**config.mk**
```make
export PLATFORM = sky130hd
export DESIGN_NAME = sample02_resp_misr
export DESIGN_NICKNAME = d
export VERILOG_FILES = /design/src/rtl/sample_sched_pkg.sv /design/src/rtl/sample02_resp_misr_step.sv /design/src/rtl/sample02_resp_misr.sv
export SDC_FILE = /design/constraint.sdc
export NUM_CORES = 1
export LEC_CHECK = 0
export ABC_AREA = 1
export BUFFER_PORTS_ARGS = -buffer_cell sky130_fd_sc_hd__buf_2
export CAP_MARGIN = 25
export CORE_MARGIN = 1.5
export CORE_UTILIZATION = 49
export CTS_CLUSTER_SIZE = 14
export DETAILED_ROUTE_END_ITERATION = 12
export GPL_TIMING_DRIVEN = 0
export MAX_ROUTING_LAYER = met4
export PLACE_DENSITY = 0.88
export SLEW_MARGIN = 30
export SYNTH_ARGS = -nofsm -noshare
export SYNTH_HDL_FRONTEND = slang
export SYNTH_SLANG_ARGS = --single-unit
```
**constraint.sdc**
```tcl
create_clock -name clk -period 1.5 [get_ports clk]
set_input_delay 0.375 -clock clk [delete_from_list [all_inputs] [get_ports clk]]
set_output_delay 0.375 -clock clk [all_outputs]
set_load 0.02 [all_outputs]
```
**src/rtl/sample_sched_pkg.sv**
```systemverilog
// Shared types and default constants for the sample02 response checker.
package sample_sched_pkg;

   typedef enum logic [1:0] {
      IDLE = 2'd0,
      RUN  = 2'd1,
      DONE = 2'd2
   } state_t;

   // Galois taps for x^16+x^14+x^13+x^11+1 and the post-start signature.
   localparam logic [15:0] MISR_POLY_16 = 16'hB400;
   localparam logic [15:0] MISR_SEED_16 = 16'h0000;

endpackage : sample_sched_pkg

```
**src/rtl/sample02_resp_misr_step.sv**
```systemverilog
// Combinational next-signature function for the response MISR:
// Galois shift right with feedback, then o folds into bit 1 and p into bit 0.
module misr_step #(
   parameter int                SIG_W = 16,
   parameter logic [SIG_W-1:0]  POLY  = 16'hB400
) (
   input  logic [SIG_W-1:0] sig,
   input  logic             o,
   input  logic             p,
   output logic [SIG_W-1:0] next
);

   // Shift, conditional feedback, then inject the two response bits.
   always_comb begin
      // NOTE: the default assignment first keeps this block free of latches.
      next = sig >> 1;
      if (sig[0]) begin
         next = next ^ POLY;
      end
      next[1] = next[1] ^ o;
      next[0] = next[0] ^ p;
   end

endmodule : misr_step

```
**src/rtl/sample02_resp_misr.sv**
```systemverilog
// Response stage for sample02: compacts a programmed number of valid o/p
// samples into a MISR and compares the final signature with an expected value.
module sample02_resp_misr
   import sample_sched_pkg::*;
#(
   parameter int                SIG_W = 16,
   parameter logic [SIG_W-1:0]  POLY  = SIG_W'(MISR_POLY_16),
   parameter logic [SIG_W-1:0]  SEED  = SIG_W'(MISR_SEED_16),
   parameter int                CNT_W = 8
) (
   input  logic             clk,
   input  logic             rst,
   input  logic             start,
   input  logic [CNT_W-1:0] num_samples,
   input  logic [SIG_W-1:0] exp_sig,
   input  logic             in_valid,
   input  logic             o,
   input  logic             p,
   output logic             busy,
   output logic             done,
   output logic             pass,
   output logic [SIG_W-1:0] signature,
   output logic [CNT_W-1:0] sample_cnt
);

   state_t             state;
   logic [CNT_W-1:0]   num_lat;
   logic [SIG_W-1:0]   exp_lat;
   logic [SIG_W-1:0]   sig_next;
   logic [CNT_W-1:0]   cnt_inc;

   misr_step #(
      .SIG_W (SIG_W),
      .POLY  (POLY)
   ) u_step (
      .sig  (signature),
      .o    (o),
      .p    (p),
      .next (sig_next)
   );

   assign cnt_inc = sample_cnt + 1'b1;

   // Control FSM with counter, MISR register and registered done/pass/busy.
   always_ff @(posedge clk) begin
      if (!rst) begin
         // NOTE: latched run parameters are cleared with the rest so no partial result survives a reset.
         state      <= IDLE;
         busy       <= 1'b0;
         done       <= 1'b0;
         pass       <= 1'b0;
         signature  <= SEED;
         sample_cnt <= '0;
         num_lat    <= '0;
         exp_lat    <= '0;
      end else begin
         // NOTE: non-blocking assignments so every register sees pre-edge values.
         case (state)
            IDLE: begin
               done <= 1'b0;
               if (start) begin
                  num_lat    <= num_samples;
                  exp_lat    <= exp_sig;
                  signature  <= SEED;
                  sample_cnt <= '0;
                  if (num_samples == '0) begin
                     // Empty run: the seed itself is the final signature.
                     state <= DONE;
                     done  <= 1'b1;
                     pass  <= (SEED == exp_sig);
                  end else begin
                     state <= RUN;
                     busy  <= 1'b1;
                     pass  <= 1'b0;
                  end
               end
            end
            RUN: begin
               if (in_valid) begin
                  signature  <= sig_next;
                  sample_cnt <= cnt_inc;
                  if (cnt_inc == num_lat) begin
                     // Final sample: compare the signature it produces.
                     state <= DONE;
                     busy  <= 1'b0;
                     done  <= 1'b1;
                     pass  <= (sig_next == exp_lat);
                  end
               end
            end
            DONE: begin
               done  <= 1'b0;
               state <= IDLE;
            end
            default: begin
               state <= IDLE;
               busy  <= 1'b0;
               done  <= 1'b0;
            end
         endcase
      end
   end

endmodule : sample02_resp_misr

```
; ---- Word level (Yosys, flattened, before mapping)
; Cells that the tools add are included.
[totals]
regBits = 53
input_bits = 30
output_inout_bits = 27
word_cells = 58
[classes]
addsub = 1
eq_ne = 8
n_mux = 27
bitwise_logic = 4
reduce_logical = 10
[op_table]
columns = operator, n
row1 = two-way mux 16 bit, 3
row2 = one-hot mux 16 bit (2 select lines), 1
row3 = equality test 16 bit, 1
row4 = logical NOT 16 bit, 1
row5 = two-way mux 8 bit, 2
row6 = one-hot mux 8 bit (2 select lines), 1
row7 = two-way mux 1 bit, 12
row8 = adder 8 x 1 -> 8 bit (second input constant), 1
row9 = equality test 8 bit, 1
row10 = logical NOT 8 bit, 1
row11 = two-way mux 2 bit, 4
row12 = inequality test 2 bit (second input constant), 4
row13 = AND reduction 3 bit, 2
row14 = AND reduction 5 bit, 1
row15 = NOT 3 -> 4 bit, 1
row16 = one-hot mux 1 bit (2 select lines), 2
row17 = one-hot mux 2 bit (2 select lines), 1
row18 = AND reduction 2 bit, 2
row19 = AND reduction 4 bit, 1
row20 = one-hot mux 1 bit (3 select lines), 1
row21 = equality test 2 x 1 -> 1 bit (second input constant), 1
row22 = equality test 2 bit (second input constant), 1
row23 = logical NOT 2 bit, 1
row24 = nonzero test 2 bit, 1
row25 = 2 further kinds, 3

; ---- Logic depth before layout (Yosys ltp)
[logic_depth]
word_depth = 7
depth_mapped = 14
ltp_nobuf = 14

; ---- By module
; Synthesis repeated with hierarchy kept, for this count alone.
[unflattened]
cells_unflattened = 387
hier_area_um2 = 2661.3
[modules_own_cells]
columns = module, n_inst, cells_per_inst, area_per_inst_um2, seq_area_each_um2
row1 = sample02_resp_misr, 1, 353, 2492.4, 1061.0
row2 = misr_step, 1, 34, 168.9, 0.0

; ---- Least setup slack after synthesis
; Ideal clock, no wire load.
[synth_path]
path_type = register to register
startpoint = reg sample_cnt[0]
endpoint = reg busy
setup_time_ns = 0.115
t_arrival_ns = 1.628
required_ns = 1.385
setup_slack_ns = -0.243
path_stages_with_launch = 13
n_path_buf = 0
period_less_slack_ns = 1.743
cell_sequence = dfxtp_1 -> ha_1 -> nand2_2 -> clkinv_1 -> nand3_1 -> nand3_1 -> nand3_1 -> nor2_2 -> nand3_2 -> nand2_2 -> nand3_1 -> nand2_1 -> nor2_1
[synth_via]
elab_chain_len = 4
[synth_rtl]
columns = item, line_no
row1 = "start, declared", sample02_resp_misr.sv:23  ; output logic [CNT_W-1:0] sample_cnt
row2 = "start signal, assigned", sample02_resp_misr.sv:81  ; sample_cnt <= cnt_inc;
row3 = adder 8 x 1 -> 8 bit, sample02_resp_misr.sv:42  ; assign cnt_inc = sample_cnt + 1'b1;
row4 = equality test 8 bit, sample02_resp_misr.sv:82  ; if (cnt_inc == num_lat) begin
row5 = inequality test 2 bit (no source line), n/a
row6 = AND reduction 5 bit (no source line), n/a
row7 = "end signal, assigned", sample02_resp_misr.sv:49  ; busy <= 1'b0;
row8 = "end signal, assigned", sample02_resp_misr.sv:85  ; busy <= 1'b0;
row9 = "end signal, assigned", sample02_resp_misr.sv:97  ; busy <= 1'b0;
row10 = "end, declared", sample02_resp_misr.sv:19  ; output logic busy,
; Every way passes these cells.
; A chain may end at the register's enable or synchronous reset.

; ---- Worst setup path after layout
; Ends and elaborated chain as after synthesis.

==> results.json <==
{
  "rows": 26,
  "wirelength_mm": 7.13,
  "synth_nets": 424,
  "drt-vias-per-instance": 5.34,
  "synth_top_area_cell": "dfxtp_1",
  "synth.avg_cell_area_um2": 6.83,
  "failed_checks": "setup timing",
  "cts_num_sinks": 53,
  "syn-cell-area_um2": 2680,
  "critical_path.endpoint_type": "register",
  "coreArea_um2": 5200,
  "synth_seq_area_share": 0.395,
  "crit_slowest_cell": "dfxtp_4",
  "cpPeakStageDelay_ns": 0.40,
  "min_from": "exp_sig[0]",
  "place_area_um2": 3070,
  "grt_max_degree": 17,
  "tritoncts": "yes",
  "cts_root_buf": "clkbuf_8",
  "yosysUniqueCellTypes": 29,
  "setup_viol": 5,
  "rsz0062_at_grt": "yes",
  "grt_pass1_vias": 2617,
  "drc": 0,
  "hold_buffers": 0,
  "ys_warn_count": 0,
  "timing.rr.start": "sample_cnt[0]",
  "final_max_slew_viol_count": 0,
  "fin_cells": 534,
  "antenna_found_initial": 0,
  "total_power_uw": 3200,
  "ys_ff_latch": 53,
  "dp_cells": 518,
  "startpoint_type": "register",
  "port_buffers": 55,
  "ys_top_cells_by_area": "dfxtp_1, nand2_1, a21oi_1",
  "reg2reg_setup_slack_ns": -0.12,
  "tightest_slew_ns": 0.523,
  "hold_depth": 3,
  "crit_top_cell": "nand2_1",
  "rr_endpoint": "busy",
  "grt_pass1_wl_mm": 11.4,
  "p_leak_uw": 0.00145,
  "hpwlAfterDp_mm": 5.05,
  "vias": 2851,
  "power.density_nw_per_um2": 970,
  "ioPinCount": 57,
  "avgRoutedWirePerCell_um": 13.4,
  "clk_latency_ns": 0.31,
  "fin_skew_ns": 0.00623,
  "area_growth_pct": 22.9,
  "gp_congestion": 0.957,
  "htree_levels": 2,
  "clock_path_buffers": 2,
  "final-hold-violation-count": 0,
  "fill_cells": 464,
  "required_ns": 1.71,
  "drtAntennaViolNets": 0,
  "timing.fmax_ghz": 0.616,
  "start_util": 0.516,
  "cts_buffers": 5,
  "fin_crit_ns": 1.62,
  "ir_drop_uv": 622,
  "crit_path_max_fanout": 4,
  "synthCells": 393,
  "path_clk_slew_ns": 0.10,
  "nets": 494,
  "status": "finished, violations left",
  "track_usage": 0.246,
  "die_y_um": 77.0,
  "yosys.area.top_type_share": 0.395,
  "grt_overflow": 0,
  "layout_setup_ws_ns": -0.125,
  "cap_viol_max_count": 0,
  "drt-initial-drc-count": 169,
  "relSlewSlack": 0.651,
  "hold_end": "exp_lat[0]",
  "die_x_um": 77.0,
  "die_area_um2": 5930,
  "hold_path_class": "in2reg",
  "path_cells": "ha_4 -> inv_2 -> nand2_2 -> nand2_1 -> nand2_1 -> nand2_1 -> nor2_2 -> nand2_1 -> nor2_2 -> nand3_2 -> nand2_4 -> nand3_2 -> nand2_1 -> nor2_1",
  "critPathKind": "reg2reg",
  "cp.arrival_ns": 1.83,
  "dr.pass1.iters": 5,
  "n_antenna_cell": 0,
  "reg2regPathDepth": 14,
  "stdcell_area_um2": 3300,
  "fin_crit_sh": 1.08,
  "drive_gt1_frac": 0.272
}
-- report_power, final --
group / switching [uW] / internal [uW]
sequential: 79.6 / 1520
combinational: 487 / 297
clock: 489 / 332
total: 1060 / 2140
-- synth_stat cells, drive strengths merged --
library cell and n:
nand2 100, dfxtp 53, nor2 51, a21oi 42, inv 39, nand3 32
o21ai 30, buf 7, clkbuf 7, xnor2 7, xor2 5, nor4 4
clkinv 3, nand3b 3, nand4 3, a211oi 2, or2 2, a22oi 1
ha 1, o21bai 1
-- cell families (layout without fill, tap and decap cells) --
family,Yosys count,after routing,synth area share
AOI/OAI and AO/OA,76,76,0.147
xor gates and xnor gates,12,12,0.0392
adders and majority gates,1,1,0.00466
buffers and inverters,56,127,0.0821
DFF,53,53,0.395
and+or+nand+nor,195,195,0.332
-- layer usage --
metal	global-route usage	up-vias	part of all wire
met4	0.129	0	0.024
met2	0.423	130	0.50
met5	-	-	0
met1	0.282	1302	0.41
met3	0.0286	20	0.064
li1	-	1399	-
-- layout by cell type (no fill, tap or decap), drive strengths merged, types with 4 or more instances in the layout --
master  count
a21oi      42
buf        71
clkbuf     12
dfxtp      53
inv        40
nand2     100
nand3      32
nor2       51
nor4        4
o21ai      30
xnor2       7
xor2        5
-- registers in the layout, indices dropped and copies added, names as in the netlist --
name        count
num_lat         8
state           2
pass            1
exp_lat        16
signature      16
sample_cnt      8
busy            1
done            1
-- cell type report --
type                            instances  area, um2  area share
Clock buffer                            6       72.6      0.0220
Multi-Input combinational cell        284       1460       0.442
Sequential cell                        53       1080       0.328
Timing Repair Buffer                   63        335       0.102
Buffer                                 14       86.3      0.0262
Tap cell                               70       87.6      0.0265
Inverter                               42        164      0.0497
Clock inverter                          2       13.8     0.00417
-- through the flow --
| step | hold WS [ns] | TNS (ns) | worst slack [ns] | util |
|---|---|---|---|---|
| finish | 0.296 | -0.476 | -0.125 | 0.634 |
| global placement | 0.449 | -2.76 | -0.155 | 0.590 |
| CTS | 0.296 | -0.261 | -0.0671 | 0.626 |
| global route | 0.321 | -1.09 | -0.233 | 0.634 |
| floorplan | 0.442 | 0 | 0.00844 | - |
| detailed placement | 0.451 | -5.06 | -0.240 | 0.590 |
-- worst max-delay path by stage --
stage                   from          to  slack [ns]  depth (start not counted)
2_1_floorplan  sample_cnt[5]        busy       0.008                         11
3_3_place_gp        state[1]  exp_lat[4]       -0.16                          7
3_5_place_dp        state[1]  num_lat[4]       -0.24                          7
4_1_cts        sample_cnt[1]        busy       -0.07                         14
5_1_grt        sample_cnt[0]        busy       -0.23                         14
6_report       sample_cnt[0]        busy       -0.12                         14
-- critical path: cells and delay by family (launching register included) --
| family | cells | cell delay [ns] |
|---|---|---|
| fa+ha+maj | 1 | 0.18 |
| buf+inv | 1 | 0.04 |
| flops | 1 | 0.40 |
| simple gates | 12 | 0.89 |
-- timing repair --
| action | CTS | global route |
|---|---|---|
| endpoints found under the setup margin | 48 | 50 |
| buffers inserted | 6 | 2 |
| gates resized for setup | 22 | 21 |
| pin swaps | 10 | 4 |
| hold endpoints to repair | 0 | 0 |
Note: power is estimated with default switching activity, not from simulation.
